--- config.mk ---
export PLATFORM = sky130hd
export DESIGN_NAME = keycode_action_decoder
export DESIGN_NICKNAME = d
export VERILOG_FILES = /design/src/rtl/keycode_action_decoder.sv
export SDC_FILE = /design/constraint.sdc
export NUM_CORES = 1
export LEC_CHECK = 0
export CAP_MARGIN = 30
export CORE_UTILIZATION = 46
export DETAILED_ROUTE_END_ITERATION = 8
export PLACE_DENSITY_LB_ADDON = 0.15
export SYNTH_ARGS = -nofsm -noshare
export SYNTH_HDL_FRONTEND = slang
export SYNTH_SLANG_ARGS = --single-unit
--- constraint.sdc ---
create_clock -name Clk -period 1.33 [get_ports Clk]
set_input_delay 0.1995 -clock Clk [delete_from_list [all_inputs] [get_ports Clk]]
set_output_delay 0.1995 -clock Clk [all_outputs]
set_load 0.01 [all_outputs]
--- src/rtl/keycode_action_decoder.sv ---
// Decodes the HID keycode word into per-player, frame-aligned tank actions and fire events.
// Optional macro ROLLOVER_FILTER_EN freezes all action state on frames reporting ErrorRollOver (0x01).
module keycode_action_decoder #(
  parameter int SLOTS         = 4,
  parameter int PLAYERS       = 2,
  parameter int REPEAT_FRAMES = 8
) (
  input  logic                 Clk,
  input  logic                 Reset,
  input  logic [8*SLOTS-1:0]   keycode,
  input  logic                 frame_vs,
  output logic                 frame_tick,
  output logic [PLAYERS-1:0]   move_fwd,
  output logic [PLAYERS-1:0]   move_back,
  output logic [PLAYERS-1:0]   rot_left,
  output logic [PLAYERS-1:0]   rot_right,
  output logic [PLAYERS-1:0]   fire_pulse
);

  localparam int RW = (REPEAT_FRAMES == 0) ? 1 : $clog2(REPEAT_FRAMES + 1);
  localparam logic [RW-1:0] RPT_LAST = RW'((REPEAT_FRAMES == 0) ? 0 : REPEAT_FRAMES - 1);
  localparam logic [RW-1:0] RPT_MAX  = '1;

  // Action order within each byte lane: fwd, back, left, right, fire (lane 0 = fwd).
  localparam logic [39:0] P0_MAP = {8'h2C, 8'h07, 8'h04, 8'h16, 8'h1A};
  localparam logic [39:0] P1_MAP = {8'h28, 8'h4F, 8'h50, 8'h51, 8'h52};

  logic [8*SLOTS-1:0]           kc_q;
  logic                         vs_s1, vs_s2, vs_hist;
  logic [PLAYERS-1:0][4:0]      pressed;
  logic [PLAYERS-1:0]           dir_fwd, dir_back, dir_left, dir_right;
  logic [PLAYERS-1:0]           prev_fire;
  logic [PLAYERS-1:0][RW-1:0]   rpt_cnt;
  logic                         hold;

  function automatic logic [7:0] key_code(input int p, input int a);
    logic [39:0] map;
    map = (p == 0) ? P0_MAP : P1_MAP;
    return map[8*a +: 8];
  endfunction

  always_comb begin
    pressed = '0;
    hold    = 1'b0;
    for (int s = 0; s < SLOTS; s++) begin
`ifdef ROLLOVER_FILTER_EN
      if (kc_q[8*s +: 8] == 8'h01) hold = 1'b1;
`endif
      for (int p = 0; p < PLAYERS; p++) begin
        for (int a = 0; a < 5; a++) begin
          if (kc_q[8*s +: 8] == key_code(p, a)) pressed[p][a] = 1'b1;
        end
      end
    end
  end

  // Opposing keys cancel each other; orthogonal keys combine freely.
  always_comb begin
    dir_fwd   = '0;
    dir_back  = '0;
    dir_left  = '0;
    dir_right = '0;
    for (int p = 0; p < PLAYERS; p++) begin
      dir_fwd[p]   = pressed[p][0] & ~pressed[p][1];
      dir_back[p]  = pressed[p][1] & ~pressed[p][0];
      dir_left[p]  = pressed[p][2] & ~pressed[p][3];
      dir_right[p] = pressed[p][3] & ~pressed[p][2];
    end
  end

  always_ff @(posedge Clk) begin
    if (Reset) begin
      kc_q       <= '0;
      vs_s1      <= 1'b1;
      vs_s2      <= 1'b1;
      vs_hist    <= 1'b1;
      frame_tick <= 1'b0;
    end else begin
      kc_q       <= keycode;
      vs_s1      <= frame_vs;
      vs_s2      <= vs_s1;
      vs_hist    <= vs_s2;
      frame_tick <= vs_hist & ~vs_s2;
    end
  end

  // All actions are sampled on the tick cycle so the game logic sees one stable value per frame.
  always_ff @(posedge Clk) begin
    if (Reset) begin
      move_fwd   <= '0;
      move_back  <= '0;
      rot_left   <= '0;
      rot_right  <= '0;
      fire_pulse <= '0;
      prev_fire  <= '0;
      rpt_cnt    <= '0;
    end else begin
      fire_pulse <= '0;
      if (frame_tick && !hold) begin
        move_fwd  <= dir_fwd;
        move_back <= dir_back;
        rot_left  <= dir_left;
        rot_right <= dir_right;
        for (int p = 0; p < PLAYERS; p++) begin
          prev_fire[p] <= pressed[p][4];
          if (pressed[p][4]) begin
            if (!prev_fire[p]) begin
              fire_pulse[p] <= 1'b1;
              rpt_cnt[p]    <= '0;
            end else if (REPEAT_FRAMES != 0 && rpt_cnt[p] == RPT_LAST) begin
              fire_pulse[p] <= 1'b1;
              rpt_cnt[p]    <= '0;
            end else if (rpt_cnt[p] != RPT_MAX) begin
              rpt_cnt[p]    <= rpt_cnt[p] + RW'(1);
            end
          end else begin
            rpt_cnt[p] <= '0;
          end
        end
      end
    end
  end

endmodule

# Word level (Yosys, flattened, before mapping)
# Index checks and enable logic that the tools add are counted.
# W data, S select, Z words.
[op_classes]
addsub = 2
eq_ne = 46
muxes = 52
bitwise = 21
n_reduce_logical = 4
[op_table]
columns = ["operator", "count"]
rows = [
  ["$eq A8 B7 Y1 const B", 16],
  ["$eq A8 B3 Y1 const B", 8],
  ["$eq A8 B5 Y1 const B", 8],
  ["$eq A8 B6 Y1 const B", 8],
  ["$mux W1", 44],
  ["$mux W4", 8],
  ["$not A1 Y1", 12],
  ["$and A1 B1 Y1", 9],
  ["$add A4 B1 Y4 const B", 2],
  ["$eq A4 B3 Y1 const B", 2],
  ["$ne A4 B2 Y1 const B", 2],
  ["$ne A4 B4 Y1 const B", 2],
  ["$reduce_or A3 Y1", 2],
  ["$reduce_and A2 Y1", 2],
]
[totals]
regBits = 56
input_bits = 35
out_inout_bits = 11
elab_cells = 139

# Logic depth before layout (Yosys ltp)
[logic_depth]
word_depth = 7
depth_mapped = 6

# Worst setup path before layout
# Ideal clock, no wire load.
[synth_path]
path_type = "reg2reg"
start = "register kc_q[8]"
end = "register rpt_cnt[2] in the netlist's numbering"
setup_time_ns = 0.079
arrival_ns = 1.367
required_ns = 1.251
path_slack_ns = -0.116
stages_incl_launch_ff = 6
n_path_buf = 0
period_less_slack_ns = 1.446
cell_sequence = "dfxtp_1 > nor4b_2 > nand4_1 > a41oi_2 > o21ai_2 > a211oi_2"
[synth_between]
elab_chain_cells = 6
[synth_rtl]
columns = ["item", "line_no", "text"]
rows = [
  ["start: declaration", "28", "logic [8*SLOTS-1:0] kc_q;"],
  ["start signal: assignment", "79", "kc_q <= keycode;"],
  ["$eq A8 B6 Y1 *", "51", "if (kc_q[8*s +: 8] == key_code(p, a)) pressed[p][a] = 1'b1;"],
  ["$mux W1 * (3 in a row)", "51", ""],
  ["$ne A4 B2 Y1 (no source line)", "--", ""],
  ["$reduce_and A2 Y1 (no source line)", "--", ""],
  ["end signal: indexed assignment", "114", "rpt_cnt[p] <= rpt_cnt[p] + RW'(1);"],
  ["end: declaration", "33", "logic [PLAYERS-1:0][RW-1:0] rpt_cnt;"],
]
# Every way passes the cells marked *; elsewhere a longest branch is shown, timed or not.
# A chain may end at the register's enable or synchronous reset.

# Worst setup path after layout
[layout_path]
start = "register kc_q[8]"
end = "register rpt_cnt[1] in the netlist's numbering"
# Same word-level chain as after synthesis.

==> flow_summary.yaml <==
synth:
  synth-edff-count: 0
  avgSynthCellArea_sq_um: 9.08
  synthArstFlopShare: 0
  synth-seq-area-share: 0.454
  ys_types: 45
  synth_ff_type: "dfxtp_1"
  syn_inst: 272
  ys_ff_latch: 56
  syn_nets: 309
  syn_area_sq_um: 2470
  yosysWarnings: 0
drt:
  drt_pass1_iterations: 4
  vias: 2318
  drt_iter0_drc: 125
  wl_per_cell_um: 14.6
  drtAntennaViolNets: 0
  drt-total-wl_um: 6330
  post_drt_via_cell_ratio: 5.34
  drc_errors: 0
sta:
  fin_crit_sh: 1.24
  max_freq_mhz: 606
  setup_viol: 19
  hold_viol: 0
  maxSlewViolCount: 0
  tightest_slew_ps: 423
  finalClockSkew_ps: 8.50
  setup_slack_ps: -321
  slew_headroom: 0.717
  layout_min_cycle_time_ps: 1650
  rsz0062_at_grt: "true"
  hold_ws_ps: 411
floorplanning:
  pin_count: 46
  die_height_um: 75.3
  core_sq_um: 5140
  num_rows: 26
  dieWidth_um: 75.3
  die_area_sq_um: 5660
  initial_core_util: 0.480
worst_setup_path:
  reg2reg_slack_ps: -320
  r2r-end: "rpt_cnt[1]"
  endpoint_kind: "flop"
  startpoint_type: "flop"
  crit_arrival_ps: 1910
  critPathMaxFanout: 6
  critPathRequiredTime_ps: 1590
  reg2reg_depth: 5
  startpoint: "kc_q[8]"
  timing.rr.start: "kc_q[8]"
  critPathKind: "flop to flop"
pwr:
  power.density_nw_per_um2: 865
  p_sw_w: 0.000799
  power_frac_clock: 0.299
  peakVddDrop_mv: 0.640
  power.leakage_nw: 1.40
  swShare: 0.246
  comb_power_share: 0.139
  intPower_w: 0.00245
  power_frac_seq: 0.562
  power_w: 0.00325
global_route:
  grt_first_pass_wirelength_um: 9870
  grt_max_degree: 27
  grt_util_all_layers: 0.239
  antenna_found_initial: 0
  grt_pass1_vias: 2108
  grt_remaining_overflow: 0
finish:
  antenna_cells: 0
  drive_gt1_frac: 0.365
  final_cell_mix: "46 x buf_4, 36 x nor2b_1, 34 x clkdlybuf4s50_1"
  final_common_cell: "buf_4"
  fin_nets: 400
  post-route-util: 0.731
  finalInstanceArea_sq_um: 3760
  area_growth_pct: 52.2
  final_cells: 434
  fill_cells: 424
clock_tree:
  clk_latency_ps: 320
  htreeDepth: 2
  cts_buffers: 5
  holdBufCountCts: 0
  clockBufferDepth: 2
  cts.clk_slew.worst_paths_ps: 100
  cts_tree: "built"
  clock-root-buffer: "clkbuf_8"
  cts.sinks: 56
flow_run:
  maxCapViolations: 0
place:
  place.gp.congestion: 0.900
  placed_cells: 424
  place_area_sq_um: 3330
  portBuffers: 45
  hpwl_um: 4450
worst_hold_path:
  min_to: "kc_q[4]"
  min_from: "keycode[4]"
  min_path_type: "input pin to flop"
  whs_path_depth: 2
run_status:
  status: "complete, but fails checks"
  failed_checks: "setup timing"
==> metrics by stage <==
| step | setup TNS [ps] | setup WS (ps) |
|---|---|---|
| after floorplan | -200 | -59.8 |
| after global placement | -1800 | -212 |
| after detailed placement | -1900 | -211 |
| after CTS | -1480 | -192 |
| after global routing | -3740 | -379 |
| final | -2580 | -321 |
==> layer usage <==
| metal | global-route usage | part of all wire |
|---|---|---|
| met1 | 0.303 | 0.46 |
| met4 | 0.126 | 0.031 |
| met5 | 0 | 0 |
| met2 | 0.370 | 0.47 |
| met3 | 0.0669 | 0.039 |
==> critical path: stages (launching register included) <==
cell     delay (ps)
dfxtp_2         340
nor4b_4         320
nand4_1         210
a41oi_2         390
nand4_1         160
a21oi_1         160
==> kinds of logic after synthesis <==
logic type      after synthesis  share of synthesized area
compound gates               31                     0.0933
flops                        56                      0.454
buf+inv                      16                     0.0304
fa+ha+maj                     2                     0.0101
simple gates                167                      0.412
==> area by class of cell <==
class | count | area (sq um) | share of cell area
clock buffers | 7 | 86.3 | 0.0230
clock inverters | 1 | 7.51 | 0.00200
inverters | 7 | 26.3 | 0.00699
multi-input cells | 200 | 1560 | 0.415
flip-flops and latches | 56 | 1180 | 0.313
well taps | 70 | 87.6 | 0.0233
repair buffers | 93 | 813 | 0.216
==> power groups by stage <==
stage | logic, W | registers [W] | clock network [W]
detailed placement | 0.000401 | 0.00183 | 0
floorplan | 0.000163 | 0.00183 | 0
global placement | 0.000394 | 0.00183 | 0
global route | 0.000490 | 0.00184 | 0.00107
finish | 0.000453 | 0.00183 | 0.000971
CTS | 0.000432 | 0.00182 | 0.000998
==> synthesized netlist by cell type, types with 2 or more instances <==
| library cell | count | area [sq um] |
|---|---|---|
| a32oi_1 | 2 | 17.5 |
| and3b_1 | 2 | 17.5 |
| and4_1 | 2 | 17.5 |
| nor2_1 | 22 | 82.6 |
| inv_1 | 7 | 26.3 |
| nor4bb_1 | 2 | 20.0 |
| nor3_1 | 8 | 40.0 |
| a31oi_1 | 5 | 31.3 |
| nor4b_2 | 3 | 45.0 |
| nor2b_1 | 36 | 225 |
| nor4b_1 | 4 | 35.0 |
| a21oi_1 | 7 | 35.0 |
| nand4_1 | 14 | 87.6 |
| clkbuf_1 | 6 | 22.5 |
| o21ai_0 | 3 | 15.0 |
| or2_2 | 5 | 31.3 |
| ha_1 | 2 | 25.0 |
| nand4b_1 | 11 | 96.3 |
| a211oi_1 | 2 | 15.0 |
| nand3b_1 | 2 | 15.0 |
| nand3_1 | 22 | 110 |
| nor3b_1 | 10 | 75.1 |
| dfxtp_1 | 56 | 1120 |
| o32ai_1 | 2 | 17.5 |
| nand2_1 | 17 | 63.8 |
==> what timing repair did <==
action                     in CTS  in global routing
setup endpoints to repair      31                 20
setup buffers                   4                  1
resized for setup              63                 34
pin swaps                      27                 25
==> sequential cells by signal (all words and copies together) (netlist names) <==
signal,flops
rot_right,2
prev_fire,2
move_back,2
move_fwd,2
vs_s1,1
vs_s2,1
fire_pulse,2
kc_q,32
rpt_cnt,8
vs_hist,1
frame_tick,1
rot_left,2
==> worst max-delay path by stage <==
stage	endpoint	depth (start not counted)
detailed placement	rpt_cnt[2]	5
global route	rpt_cnt[1]	5
finish	rpt_cnt[1]	5
floorplan	rpt_cnt[2]	5
CTS	rpt_cnt[2]	5
global placement	rpt_cnt[2]	5
Note: power is estimated with default switching activity, not from simulation.
==> RTL change: new RTL, config.mk and constraints unchanged <==
The option `ROLLOVER_FILTER_EN` is turned on by a define.
--- a/src/rtl/keycode_action_decoder.sv
+++ b/src/rtl/keycode_action_decoder.sv
@@ -2,2 +2,4 @@
 // Optional macro ROLLOVER_FILTER_EN freezes all action state on frames reporting ErrorRollOver (0x01).
+`define ROLLOVER_FILTER_EN
+
 module keycode_action_decoder #(
Behaviour: not the same (Yosys sat finds a counterexample within 10 cycles, from zero or initial values and one cycle with Reset high).
==> RTL change against the unedited design <==
  * The flow still finishes with violations (negative setup slack)
  * Design area is 5.0% higher
  * Highest routed layer unchanged
  * Setup slack gained 0.010 ns
  * Synthesized area rose by 6.6%
  * Largest power group unchanged
  * Power grew 8.3%
  * Maximum frequency rose by 0.64%
  * Sequential cell count unchanged
  * Non-clock buffer count grew 5
  * Wire length up 6.3%
  * Via count increased by 5.5%
  * Global-route usage shrank 1.1 points
==> RTL change: results (changes against the unedited design) <==
| Metric | Value |
|---|---|
| Inverters | `6 (was 7)` |
| Failing checks | `negative setup slack (unchanged)` |
| Final GP Congestion | `0.8688 (was 0.9003)` |
| Synth cell count leaders | `56 x dfxtp_1, 39 x nor2b_1, 23 x nor2_1, 20 x nand2_1, 17 x nand3_1 (was 56 x dfxtp_1, 36 x nor2b_1, 22 x nand3_1, 22 x nor2_1, 17 x nand2_1)` |
| Wire length on met1 | `3039 µm (was 2906 µm)` |
| CP max stage cell | `dfxtp_4 (was a41oi_2)` |
| Mapped Cells | `274 (was 272)` |
| Met3 usage | `4.471% (was 6.693%)` |
| Final Cell Area | `3944 µm² (was 3757 µm²)` |
| Leak | `1.543 nW (was 1.403 nW)` |
| Met2 global-route usage | `37.17% (was 37.04%)` |
| Layout cells sized above 1 | `38.38% (was 36.54%)` |
| Area contributors post-synth | `dfxtp_1 43%, nor2b_1 9.3%, nor4b_2 4.6%, nor2_1 3.3%, nand3_1 3.2% (was dfxtp_1 45%, nor2b_1 9.1%, nand3_1 4.5%, nand4b_1 3.9%, nand4_1 3.5%)` |
| Global Route met1 Usage | `29.61% (was 30.32%)` |
| Maximum fanout along the worst path | `5 (was 6)` |
| Status | `complete, but fails checks (unchanged)` |
| All-Layer GR Usage | `22.78% (was 23.88%)` |
| Final HPWL DP | `4642 µm (was 4451 µm)` |
| Compound-cell area share of the yosys netlist | `13.60% (was 9.326%)` |
| Netlist cell types | `54 (was 45)` |
| R2r worst-path depth | `7 (was 5)` |
| Area of the multi-input gates | `1690 µm² (was 1560 µm²)` |
| WP data arrival | `1.85 ns (was 1.91 ns)` |
| Setup violations, final | `20 (was 19)` |
| Routed wl met3 | `271 µm (was 244 µm)` |
| DP Cell Count | `427 (was 424)` |
| First-pass GRT wire length | `10640 µm (was 9867 µm)` |
| Peak supply drop | `554.9 µV (was 640.4 µV)` |
| CTS-repair resized insts | `41 (was 63)` |
| Clock network share of area | `3.141% (was 2.498%)` |
| Multi-input comb cells | `203 (was 200)` |
| Routed via count | `2446 (was 2318)` |
| R2R Path Start | `kc_q[15] (was kc_q[8])` |
| Sequential cell area share | `29.54% (was 31.30%)` |
| Final std cells w/o fill | `442 (was 434)` |
| Final WS setup | `-0.3102 ns (was -0.3207 ns)` |
| Routed wl met2 | `3289 µm (was 2977 µm)` |
| Clkbuf count | `6 (was 7)` |
| Number of global-route vias before repair | `2243 (was 2108)` |
| Largest net degree at the start of global routing | `25 (was 27)` |
| Clock Skew | `0.008562 ns (was 0.008504 ns)` |
| Count of plain and timing-repair buffers in the layout | `98 (was 93)` |
| Placed Area | `3485 µm² (was 3328 µm²)` |
| Layout Nets | `407 (was 400)` |
| Rel. slew slack | `73.11% (was 71.65%)` |
| Sequential area share after synthesis | `42.61% (was 45.41%)` |
| WL final | `6725 µm (was 6325 µm)` |
| Filler cell count | `415 (was 424)` |
==> RTL change: changes by cell type after synthesis, sizes merged, moves of 4 or more <==
| cell | delta |
|---|---|
| a41o | +4 |
| o41ai | +4 |
| buf | +4 |
| nor4 | +6 |
| nand4b | -8 |
| and3 | +4 |
| nand3 | -5 |
| nor4b | +4 |
| clkbuf | -4 |
| nor3b | -9 |
| nor3 | -5 |
==> RTL change: power groups by stage <==
stage	registers, W	clock network (W)	logic, W
CTS	0.00181	0.00122	0.000461
global route	0.00183	0.00130	0.000541
floorplan	0.00184	0	0.000190
global placement	0.00184	0	0.000422
detailed placement	0.00184	0	0.000429
finish	0.00182	0.00120	0.000503
==> RTL change: worst min-delay path by stage <==
stage	from	endpoint	slack, ns	depth (start not counted)
floorplan	frame_vs	vs_s1	0.30	1
global placement	vs_s1	vs_s2	0.39	1
detailed placement	vs_hist	frame_tick	0.40	2
CTS	Reset	prev_fire[1]	0.32	2
global route	Reset	prev_fire[1]	0.36	2
finish	Reset	prev_fire[1]	0.32	2
